==> src/rtl/ats21_client_initiator.sv <==
// Host-side initiator for the ATS21 client request interface: queues A/B instruction
// pairs, sends each as two 16-bit beats, returns captured status, and latches alarm edges.
module ats21_client_initiator #(
    parameter int FIFO_DEPTH = 4,
    parameter int TIMEOUT    = 16,
    parameter int STAT_WAIT  = 2,
    parameter int NUM_ALARMS = 24
) (
    input  logic                  clk,
    input  logic                  reset,
    input  logic                  cmd_valid,
    output logic                  cmd_ready,
    input  logic [31:0]           cmd_a,
    input  logic [31:0]           cmd_b,
    output logic                  rsp_valid,
    output logic [1:0]            rsp_stat_a,
    output logic [1:0]            rsp_stat_b,
    output logic                  rsp_timeout,
    output logic                  busy,
    output logic                  req,
    input  logic                  ready,
    output logic [15:0]           ctrlA,
    output logic [15:0]           ctrlB,
    input  logic [1:0]            statA,
    input  logic [1:0]            statB,
    input  logic [NUM_ALARMS-1:0] data,
    input  logic [NUM_ALARMS-1:0] alarm_clr,
    output logic [NUM_ALARMS-1:0] alarm_pending,
    output logic                  alarm_irq
);
    localparam int AW = $clog2(FIFO_DEPTH);
    localparam int TW = $clog2(TIMEOUT + 1);
    localparam int SW = $clog2(STAT_WAIT + 1);
    localparam logic [AW-1:0] PTR_ONE  = AW'(1);
    localparam logic [AW:0]   CNT_ONE  = (AW+1)'(1);
    localparam logic [AW:0]   CNT_FULL = (AW+1)'(FIFO_DEPTH);
    localparam logic [TW-1:0] TMR_ONE  = TW'(1);
    localparam logic [TW-1:0] TMR_LAST = TW'(TIMEOUT - 1);
    localparam logic [SW-1:0] SC_ONE   = SW'(1);
    localparam logic [SW-1:0] SC_LAST  = SW'(STAT_WAIT - 1);

    typedef enum logic [2:0] {
        S_IDLE, S_REQ, S_WAIT_RDY, S_BEAT_HI, S_BEAT_LO, S_WAIT_STAT, S_RESP
    } state_t;

    state_t                  state_q, state_d;
    logic [63:0]             mem_q [FIFO_DEPTH];
    logic [63:0]             mem_d [FIFO_DEPTH];
    logic [63:0]             head;
    logic [AW-1:0]           wr_ptr_q, wr_ptr_d, rd_ptr_q, rd_ptr_d;
    logic [AW:0]             count_q, count_d;
    logic                    cmd_ready_q, cmd_ready_d;
    logic                    push, pop;
    logic [31:0]             hold_a_q, hold_a_d, hold_b_q, hold_b_d;
    logic [TW-1:0]           timer_q, timer_d;
    logic [SW-1:0]           scnt_q, scnt_d;
    logic                    req_q, req_d;
    logic [15:0]             ctrl_a_q, ctrl_a_d, ctrl_b_q, ctrl_b_d;
    logic                    rsp_valid_q, rsp_valid_d;
    logic [1:0]              rsp_stat_a_q, rsp_stat_a_d, rsp_stat_b_q, rsp_stat_b_d;
    logic                    rsp_timeout_q, rsp_timeout_d;
    logic                    busy_q, busy_d;
    logic [NUM_ALARMS-1:0]   data_prev_q, pend_q, pend_d;
    logic                    irq_q, irq_d;

    // cmd_ready is registered, so a pop in the full cycle cannot admit a push that cycle
    assign push = cmd_valid && cmd_ready_q;
    assign pop  = (state_q == S_IDLE) && (count_q != '0);
    assign head = mem_q[rd_ptr_q];

    always_comb begin
        mem_d    = mem_q;
        wr_ptr_d = wr_ptr_q;
        rd_ptr_d = rd_ptr_q;
        count_d  = count_q;
        if (push) begin
            mem_d[wr_ptr_q] = {cmd_a, cmd_b};
            wr_ptr_d        = wr_ptr_q + PTR_ONE;
        end
        if (pop) rd_ptr_d = rd_ptr_q + PTR_ONE;
        case ({push, pop})
            2'b10:   count_d = count_q + CNT_ONE;
            2'b01:   count_d = count_q - CNT_ONE;
            default: count_d = count_q;
        endcase
        cmd_ready_d = (count_d != CNT_FULL);
    end

    always_comb begin
        state_d       = state_q;
        hold_a_d      = hold_a_q;
        hold_b_d      = hold_b_q;
        timer_d       = timer_q;
        scnt_d        = scnt_q;
        rsp_stat_a_d  = 2'b00;
        rsp_stat_b_d  = 2'b00;
        rsp_timeout_d = 1'b0;
        case (state_q)
            S_IDLE: if (pop) begin
                hold_a_d = head[63:32];
                hold_b_d = head[31:0];
                state_d  = S_REQ;
            end
            S_REQ: begin
                timer_d = '0;
                state_d = S_WAIT_RDY;
            end
            S_WAIT_RDY: begin
                if (ready) begin
                    state_d = S_BEAT_HI;
                end else if (timer_q == TMR_LAST) begin
                    rsp_timeout_d = 1'b1;
                    state_d       = S_RESP;
                end else begin
                    timer_d = timer_q + TMR_ONE;
                end
            end
            S_BEAT_HI: state_d = S_BEAT_LO;
            S_BEAT_LO: begin
                scnt_d  = '0;
                state_d = S_WAIT_STAT;
            end
            S_WAIT_STAT: begin
                if (scnt_q == SC_LAST) begin
                    rsp_stat_a_d = statA;
                    rsp_stat_b_d = statB;
                    state_d      = S_RESP;
                end else begin
                    scnt_d = scnt_q + SC_ONE;
                end
            end
            S_RESP:  state_d = S_IDLE;
            default: state_d = S_IDLE;
        endcase

        // Output flops load the decode of the next state so they line up with it
        req_d       = (state_d == S_REQ);
        rsp_valid_d = (state_d == S_RESP);
        ctrl_a_d    = 16'h0000;
        ctrl_b_d    = 16'h0000;
        if (state_d == S_BEAT_HI) begin
            ctrl_a_d = hold_a_q[31:16];
            ctrl_b_d = hold_b_q[31:16];
        end else if (state_d == S_BEAT_LO) begin
            ctrl_a_d = hold_a_q[15:0];
            ctrl_b_d = hold_b_q[15:0];
        end
        busy_d = (state_d != S_IDLE) || (count_d != '0);

        // A fresh rising edge beats a same-cycle clear
        pend_d = (pend_q & ~alarm_clr) | (data & ~data_prev_q);
        irq_d  = |pend_d;
    end

    always_ff @(posedge clk) mem_q <= mem_d;

    always_ff @(posedge clk) begin
        if (!reset) begin
            state_q       <= S_IDLE;
            wr_ptr_q      <= '0;
            rd_ptr_q      <= '0;
            count_q       <= '0;
            cmd_ready_q   <= 1'b1;
            hold_a_q      <= '0;
            hold_b_q      <= '0;
            timer_q       <= '0;
            scnt_q        <= '0;
            req_q         <= 1'b0;
            ctrl_a_q      <= '0;
            ctrl_b_q      <= '0;
            rsp_valid_q   <= 1'b0;
            rsp_stat_a_q  <= '0;
            rsp_stat_b_q  <= '0;
            rsp_timeout_q <= 1'b0;
            busy_q        <= 1'b0;
            data_prev_q   <= '0;
            pend_q        <= '0;
            irq_q         <= 1'b0;
        end else begin
            state_q       <= state_d;
            wr_ptr_q      <= wr_ptr_d;
            rd_ptr_q      <= rd_ptr_d;
            count_q       <= count_d;
            cmd_ready_q   <= cmd_ready_d;
            hold_a_q      <= hold_a_d;
            hold_b_q      <= hold_b_d;
            timer_q       <= timer_d;
            scnt_q        <= scnt_d;
            req_q         <= req_d;
            ctrl_a_q      <= ctrl_a_d;
            ctrl_b_q      <= ctrl_b_d;
            rsp_valid_q   <= rsp_valid_d;
            rsp_stat_a_q  <= rsp_stat_a_d;
            rsp_stat_b_q  <= rsp_stat_b_d;
            rsp_timeout_q <= rsp_timeout_d;
            busy_q        <= busy_d;
            data_prev_q   <= data;
            pend_q        <= pend_d;
            irq_q         <= irq_d;
        end
    end

    assign cmd_ready     = cmd_ready_q;
    assign req           = req_q;
    assign ctrlA         = ctrl_a_q;
    assign ctrlB         = ctrl_b_q;
    assign rsp_valid     = rsp_valid_q;
    assign rsp_stat_a    = rsp_stat_a_q;
    assign rsp_stat_b    = rsp_stat_b_q;
    assign rsp_timeout   = rsp_timeout_q;
    assign busy          = busy_q;
    assign alarm_pending = pend_q;
    assign alarm_irq     = irq_q;
endmodule

==> config.mk <==
export PLATFORM = sky130hd
export DESIGN_NAME = ats21_client_initiator
export DESIGN_NICKNAME = d
export VERILOG_FILES = /design/src/rtl/ats21_client_initiator.sv
export SDC_FILE = /design/constraint.sdc
export NUM_CORES = 1
export LEC_CHECK = 0
export BUFFER_PORTS_ARGS = -buffer_cell sky130_fd_sc_hd__buf_2
export CORE_ASPECT_RATIO = 1.4
export CORE_UTILIZATION = 27
export CTS_CLUSTER_SIZE = 30
export DETAILED_ROUTE_END_ITERATION = 16
export GPL_TIMING_DRIVEN = 1
export PLACE_DENSITY = 0.4
export SYNTH_ARGS = -nofsm -noshare
export SYNTH_HDL_FRONTEND = slang
export SYNTH_SLANG_ARGS = --single-unit
==> constraint.sdc <==
create_clock -name clk -period 8 [get_ports clk]
set_input_delay 0 -clock clk [delete_from_list [all_inputs] [get_ports clk]]
set_output_delay 0 -clock clk [all_outputs]
set_load 0.01 [all_outputs]
; Yosys cells after proc, flatten, opt, wreduce, memory -nomap -nowiden
; Cells that the tools add are included.
[word_totals]
output_inout_bits = 66
reg_bits = 427
[op_classes]
mux = 22
add_sub_neg = 6
magnitude_cmp = 3
n_eq_ne = 17
bitwise = 9
reduce_logical = 16
[op_table]
columns = operator, n
row1 = bitwise mux 256 bit, 1
row2 = 2-to-1 mux 64 bit, 3
row3 = binary-select mux 64 bit (select 2 bit), 1
row4 = demux 64 bit (select 2 bit), 1
row5 = 2-to-1 mux 16 bit, 4
row6 = bitwise AND 24 bit, 2
row7 = NOT 24 bit, 2
row8 = bitwise OR 24 bit, 1
row9 = OR reduction 24 bit, 1
row10 = one-hot mux 3 bit (6 select lines), 1
row11 = "equality test 3 bit, second input constant", 4
row12 = 2-to-1 mux 3 bit, 4
row13 = 2-to-1 mux 5 bit, 2
row14 = one-hot mux 5 bit (2 select lines), 1
row15 = "equality test 3 x 2 -> 1 bit, second input constant", 3
row16 = nonzero test 3 bit, 3
row17 = "adder 2 x 1 -> 2 bit, second input constant", 3
row18 = "equality test 3 x 1 -> 1 bit, second input constant", 2
row19 = "greater-or-equal comparator 3 bit, second input constant", 2
row20 = "inequality test 2 bit, second input constant", 3
row21 = NOT 2 -> 3 bit, 2
row22 = one-hot mux 3 bit (2 select lines), 1
row23 = AND reduction 3 bit, 2
row24 = "adder 5 x 1 -> 5 bit, second input constant", 1
row25 = 17 further kinds, 23

; Longest topological paths before layout
[depth]
word_depth = 7
ltp_mapped = 12

; Least setup slack after synthesis
; No wires, ideal clock.
[synth_timing]
path_kind = register to register
from = register, netlist name wr_ptr_q[0]
to = register mem_q[100] (netlist name) (enable)
t_arrival_ns = 2.101
required_ns = 7.571
n_path_buf = 0
synth_period_minus_slack_ns = 2.530
path_stages_with_launch = 4
setup_slack_ns = 5.470
cell_sequence = dfxtp_1 > inv_1 > ha_1 > and3_1
[synth_rtl]
columns = item, line
row1 = "end signal, assigned", 155  ; always_ff @(posedge clk) mem_q <= mem_d;
row2 = "end, declared", 47  ; logic [63:0] mem_q [FIFO_DEPTH];

; Worst setup path in the final report
[layout_timing]
from = register state_q[2]
to = register busy_q, in the netlist busy
[layout_between]
elab_chain_cells = 6
elab_cells_between_ends = 18
classes_between = 7 x eq/ne / 6 x mux / 5 x reduce/logical
[layout_rtl]
columns = item, line
row1 = "start, declared", 46  ; state_t state_q, state_d;
row2 = "start signal, assigned", 180  ; state_q <= state_d;
row3 = zero test 3 bit, "68, 98"
row4 = logical AND 1 bit, 68  ; assign pop = (state_q == S_IDLE) && (count_q != '0);
row5 = "2-to-1 mux 3 bit, or another cell as far along", 99  ; S_IDLE: if (pop) begin
row6 = one-hot mux 3 bit (6 select lines) or one-hot mux 3 bit (2 select lines) (tied branches), "98, 81"
row7 = nonzero test 3 bit, 148  ; busy_d = (state_d != S_IDLE) || (count_d != '0);
row8 = logical OR 1 bit *, 148
row9 = "end signal, assigned", 196  ; busy_q <= busy_d;
row10 = "end, declared", 62  ; logic busy_q, busy_d;
; Mark *: on every way between the ends. The rest lies on a longest branch, timed or not.
; A chain may end at the register's enable or synchronous reset.

==> impl_metrics.csv <==
group,metric,value,unit
run_status,status,"completed",
power_and_ir_drop,leakagePower,7.16,nW
finish,layout.cells.non_filler,2119,
clocking,cts_htree_levels,2,
clocking,cts_sinks,427,
synth,ys_types,47,
critical_path,criticalPathCategory,"reg -> reg",
synth,synth_edf_count,256,
synth,synth_sequential_area_ratio,0.722,
sta,relSlewSlack,0.282,
synth,post_synth_instance_area,15400,µm²
floorplan,num_io_pins,186,
clocking,clock_tree_from_tritoncts,"yes",
clocking,cts.reportedPaths.clkPinSlew,60,ps
synth,mean_post_synth_cell_area,15.0,µm²
synth,predominant_post_synthesis_flop_cell,"sky130_fd_sc_hd__edfxtp_1",
synth,post-synth-top-area-cell,"sky130_fd_sc_hd__edfxtp_1",
finish,layout_common_cells,"sky130_fd_sc_hd__edfxtp_1 (256), sky130_fd_sc_hd__buf_2 (185), sky130_fd_sc_hd__dfxtp_1 (169)",
detailed_routing,drt-pass1-iter-count,4,
critical_path,cp_data_arrival_time,3070,ps
sta,achievable-frequency,0.385,GHz
synth,yosys-top-cells-area,"sky130_fd_sc_hd__edfxtp_1 (50%), sky130_fd_sc_hd__dfxtp_1 (22%), sky130_fd_sc_hd__mux4_2 (9.4%), sky130_fd_sc_hd__nand2_1 (3.3%), sky130_fd_sc_hd__a21oi_1 (2.8%)",
clocking,clkLatencyLatePin,590,ps
finish,most_common_cell_after_layout_fill_and_taps_aside,"sky130_fd_sc_hd__edfxtp_1",
finish,area_delta_synth_final,29.1,%
power_and_ir_drop,ir_drop,0.000241,V
synth,async_reset_ff_frac,0,
detailed_routing,avgViaCountPerCell,4.39,
detailed_routing,routed-via-count,9295,
grt,overall_fraction_of_global_route_tracks_in_use,0.140,
finish,utilization,0.353,
synth,yosys.area.top_type_share,0.499,
floorplan,area_of_the_core,56300,µm²
sta,slew_viol_final,0,
critical_path,reg2reg_depth,10,
finish,drive_above_1_share,0.251,
placed_design,gpl.final_weighted_congestion,0.735,
critical_path,worstReg2RegEnd,"busy",
placed_design,placedCellCount,1900,
critical_path,cp_max_fo,13,
placed_design,dp_hpwl,22.6,mm
sta,clock_skew,24.6,ps
sta,layout_min_cycle_time,2600,ps
worst_hold_path,holdPathStages,3,
power_and_ir_drop,post_route_total_power,6.28,mW
worst_hold_path,holdCritStartpoint,"statB[0]",
sta,setup_tns,0,ps
synth,yosysWarningCount,0,
sta,setup_viol,0,
floorplan,dieArea,58000,µm²
power_and_ir_drop,pwr_density_cell,316,nW/µm²
clocking,root_buffer,"sky130_fd_sc_hd__clkbuf_16",
placed_design,placed_area,17100,µm²
critical_path,worst_r2r_startpoint,"state_q[2]",
detailed_routing,routed_wl,39.7,mm
synth,synth-seq-cells,427,
sta,post-route-worst-setup-slack,5400,ps
clocking,post_cts.repair.setup_buffers,0,
floorplan,std_cell_rows,103,
detailed_routing,first_iter_violations,306,
placed_design,placement.setup.worst_slack,5390,ps
grt,via_count_of_the_first_global_routing_pass,9929,
clocking,cts-buffers-inserted,46,
detailed_routing,route.antenna.remaining_nets,0,
floorplan,initial_utilization,0.273,
critical_path,reg2reg_slack,5400,ps
sta,final.period_utilization,0.325,
placed_design,port_buffers,185,
detailed_routing,drc_errors,0,
critical_path,endpoint_kind,"flop",
sta,setup_repair_after_global_routing_missed_its_margin,"false",
synth,synthCells,1026,
floorplan,die_height,285,µm
clocking,clock_path_buffers,3,
sta,final.hold.worst_slack,154,ps
grt,grt_first_pass_wirelength,60.0,mm
synth,synthesis.nets,1155,
grt,grt_antenna_before_repair,4,
grt,overflow,0,
worst_hold_path,whs_endpoint,"rsp_stat_b[0]",
worst_hold_path,hp-class,"in -> reg",
finish,finalNetCount,1475,
finish,diodes,0,
critical_path,worst_ep_required_time,8470,ps
detailed_routing,route.detailed.wl_per_inst,18.8,µm
sta,timing_worst_slew_pin_value,1080,ps
finish,postLayoutCellArea,19900,µm²
sta,hold_violations,0,
run,maxCapViolCount,0,
floorplan,die-width,204,µm
critical_path,crit_path_start_kind,"flop",
grt,grt_max_degree,70,
==> metal layers <==
layer / vias up / track usage / share of wire
met2: 164 / 0.256 / 0.53
li1: 4397 / - / -
met5: - / 0 / 0.00043
met4: 2 / 0.0539 / 0.028
met3: 69 / 0.0226 / 0.037
met1: 4663 / 0.160 / 0.41
==> report_power, final <==
group          internal (mW)  switching, mW
logic                  0.535          0.771
registers               2.68          0.193
clock network           1.21          0.884
total                   4.43           1.85
==> cells by family (layout without fill, tap and decap cells) <==
group / count (synthesis) / in the layout / synth area share
DFF: 427 / 427 / 0.722
and+or+nand+nor: 290 / 290 / 0.0886
AOI/OAI and AO/OA: 142 / 142 / 0.0559
buffers and inverters: 83 / 441 / 0.0261
muxes: 66 / 66 / 0.0949
adders and majority gates: 9 / 9 / 0.00780
xor gates and xnor gates: 9 / 9 / 0.00512
==> repair_timing <==
| action | 4_1_cts | 5_1_grt |
|---|---|---|
| hold buffers | 133 | 0 |
| endpoints found under the setup margin | 0 | 0 |
| hold endpoints to repair | 325 | 0 |
| resized for setup | 0 | 0 |
==> registers in the layout (all words and copies together) (netlist names), 5 cells and up <==
register and flops:
mem_q 256, hold_b_q 32, alarm_pending 24, timer_q 5, data_prev_q 24, ctrlB 16
hold_a_q 32, ctrlA 16
==> cells in the mapped netlist, types with 2 or more instances <==
cell	number
sky130_fd_sc_hd__a211oi_2	2
sky130_fd_sc_hd__a21oi_1	86
sky130_fd_sc_hd__a22oi_1	32
sky130_fd_sc_hd__and2_1	31
sky130_fd_sc_hd__and3_1	7
sky130_fd_sc_hd__buf_2	17
sky130_fd_sc_hd__buf_4	11
sky130_fd_sc_hd__clkbuf_1	25
sky130_fd_sc_hd__clkbuf_8	2
sky130_fd_sc_hd__dfxtp_1	171
sky130_fd_sc_hd__edfxtp_1	256
sky130_fd_sc_hd__ha_1	8
sky130_fd_sc_hd__inv_1	25
sky130_fd_sc_hd__inv_2	2
sky130_fd_sc_hd__mux2i_1	2
sky130_fd_sc_hd__mux4_2	64
sky130_fd_sc_hd__nand2_1	134
sky130_fd_sc_hd__nand2b_1	35
sky130_fd_sc_hd__nand3_1	5
sky130_fd_sc_hd__nand4_1	8
sky130_fd_sc_hd__nor2_1	55
sky130_fd_sc_hd__nor2b_1	2
sky130_fd_sc_hd__nor3_1	2
sky130_fd_sc_hd__nor4_1	4
sky130_fd_sc_hd__o21ai_0	3
sky130_fd_sc_hd__o22ai_1	8
sky130_fd_sc_hd__or3b_2	2
sky130_fd_sc_hd__xnor2_1	5
sky130_fd_sc_hd__xor2_1	4
==> final cells by class <==
class	count	area [µm²]
Clock inverter	15	126
Inverter	27	104
Sequential cell	427	11100
Multi-Input combinational cell	516	3920
Clock buffer	71	1370
Fill cell	5520	36400
Timing Repair Buffer	328	2330
Tap cell	735	920
==> worst max-delay path by stage <==
| stage | start | cells after the start | to |
|---|---|---|---|
| 4_1_cts | rd_ptr_q[0] | 4 | hold_b_q[8] |
| 2_1_floorplan | wr_ptr_q[0] | 3 | mem_q[100] |
| 3_5_place_dp | rd_ptr_q[0] | 4 | hold_b_q[27] |
| 5_1_grt | rd_ptr_q[0] | 4 | hold_b_q[4] |
| 6_report | state_q[2] | 10 | busy |
| 3_3_place_gp | state_q[2] | 10 | busy |
==> critical path, stage by stage, from the launching register on <==
cell and delay (ps):
sky130_fd_sc_hd__dfxtp_1 480, sky130_fd_sc_hd__nor3_4 360, sky130_fd_sc_hd__o31ai_4 120, sky130_fd_sc_hd__inv_2 70, sky130_fd_sc_hd__ha_1 180, sky130_fd_sc_hd__inv_1 60
sky130_fd_sc_hd__fa_1 470, sky130_fd_sc_hd__inv_1 50, sky130_fd_sc_hd__o31ai_1 360, sky130_fd_sc_hd__nand2_1 90, sky130_fd_sc_hd__o31a_1 250
Power figures use the tool's default switching activity.
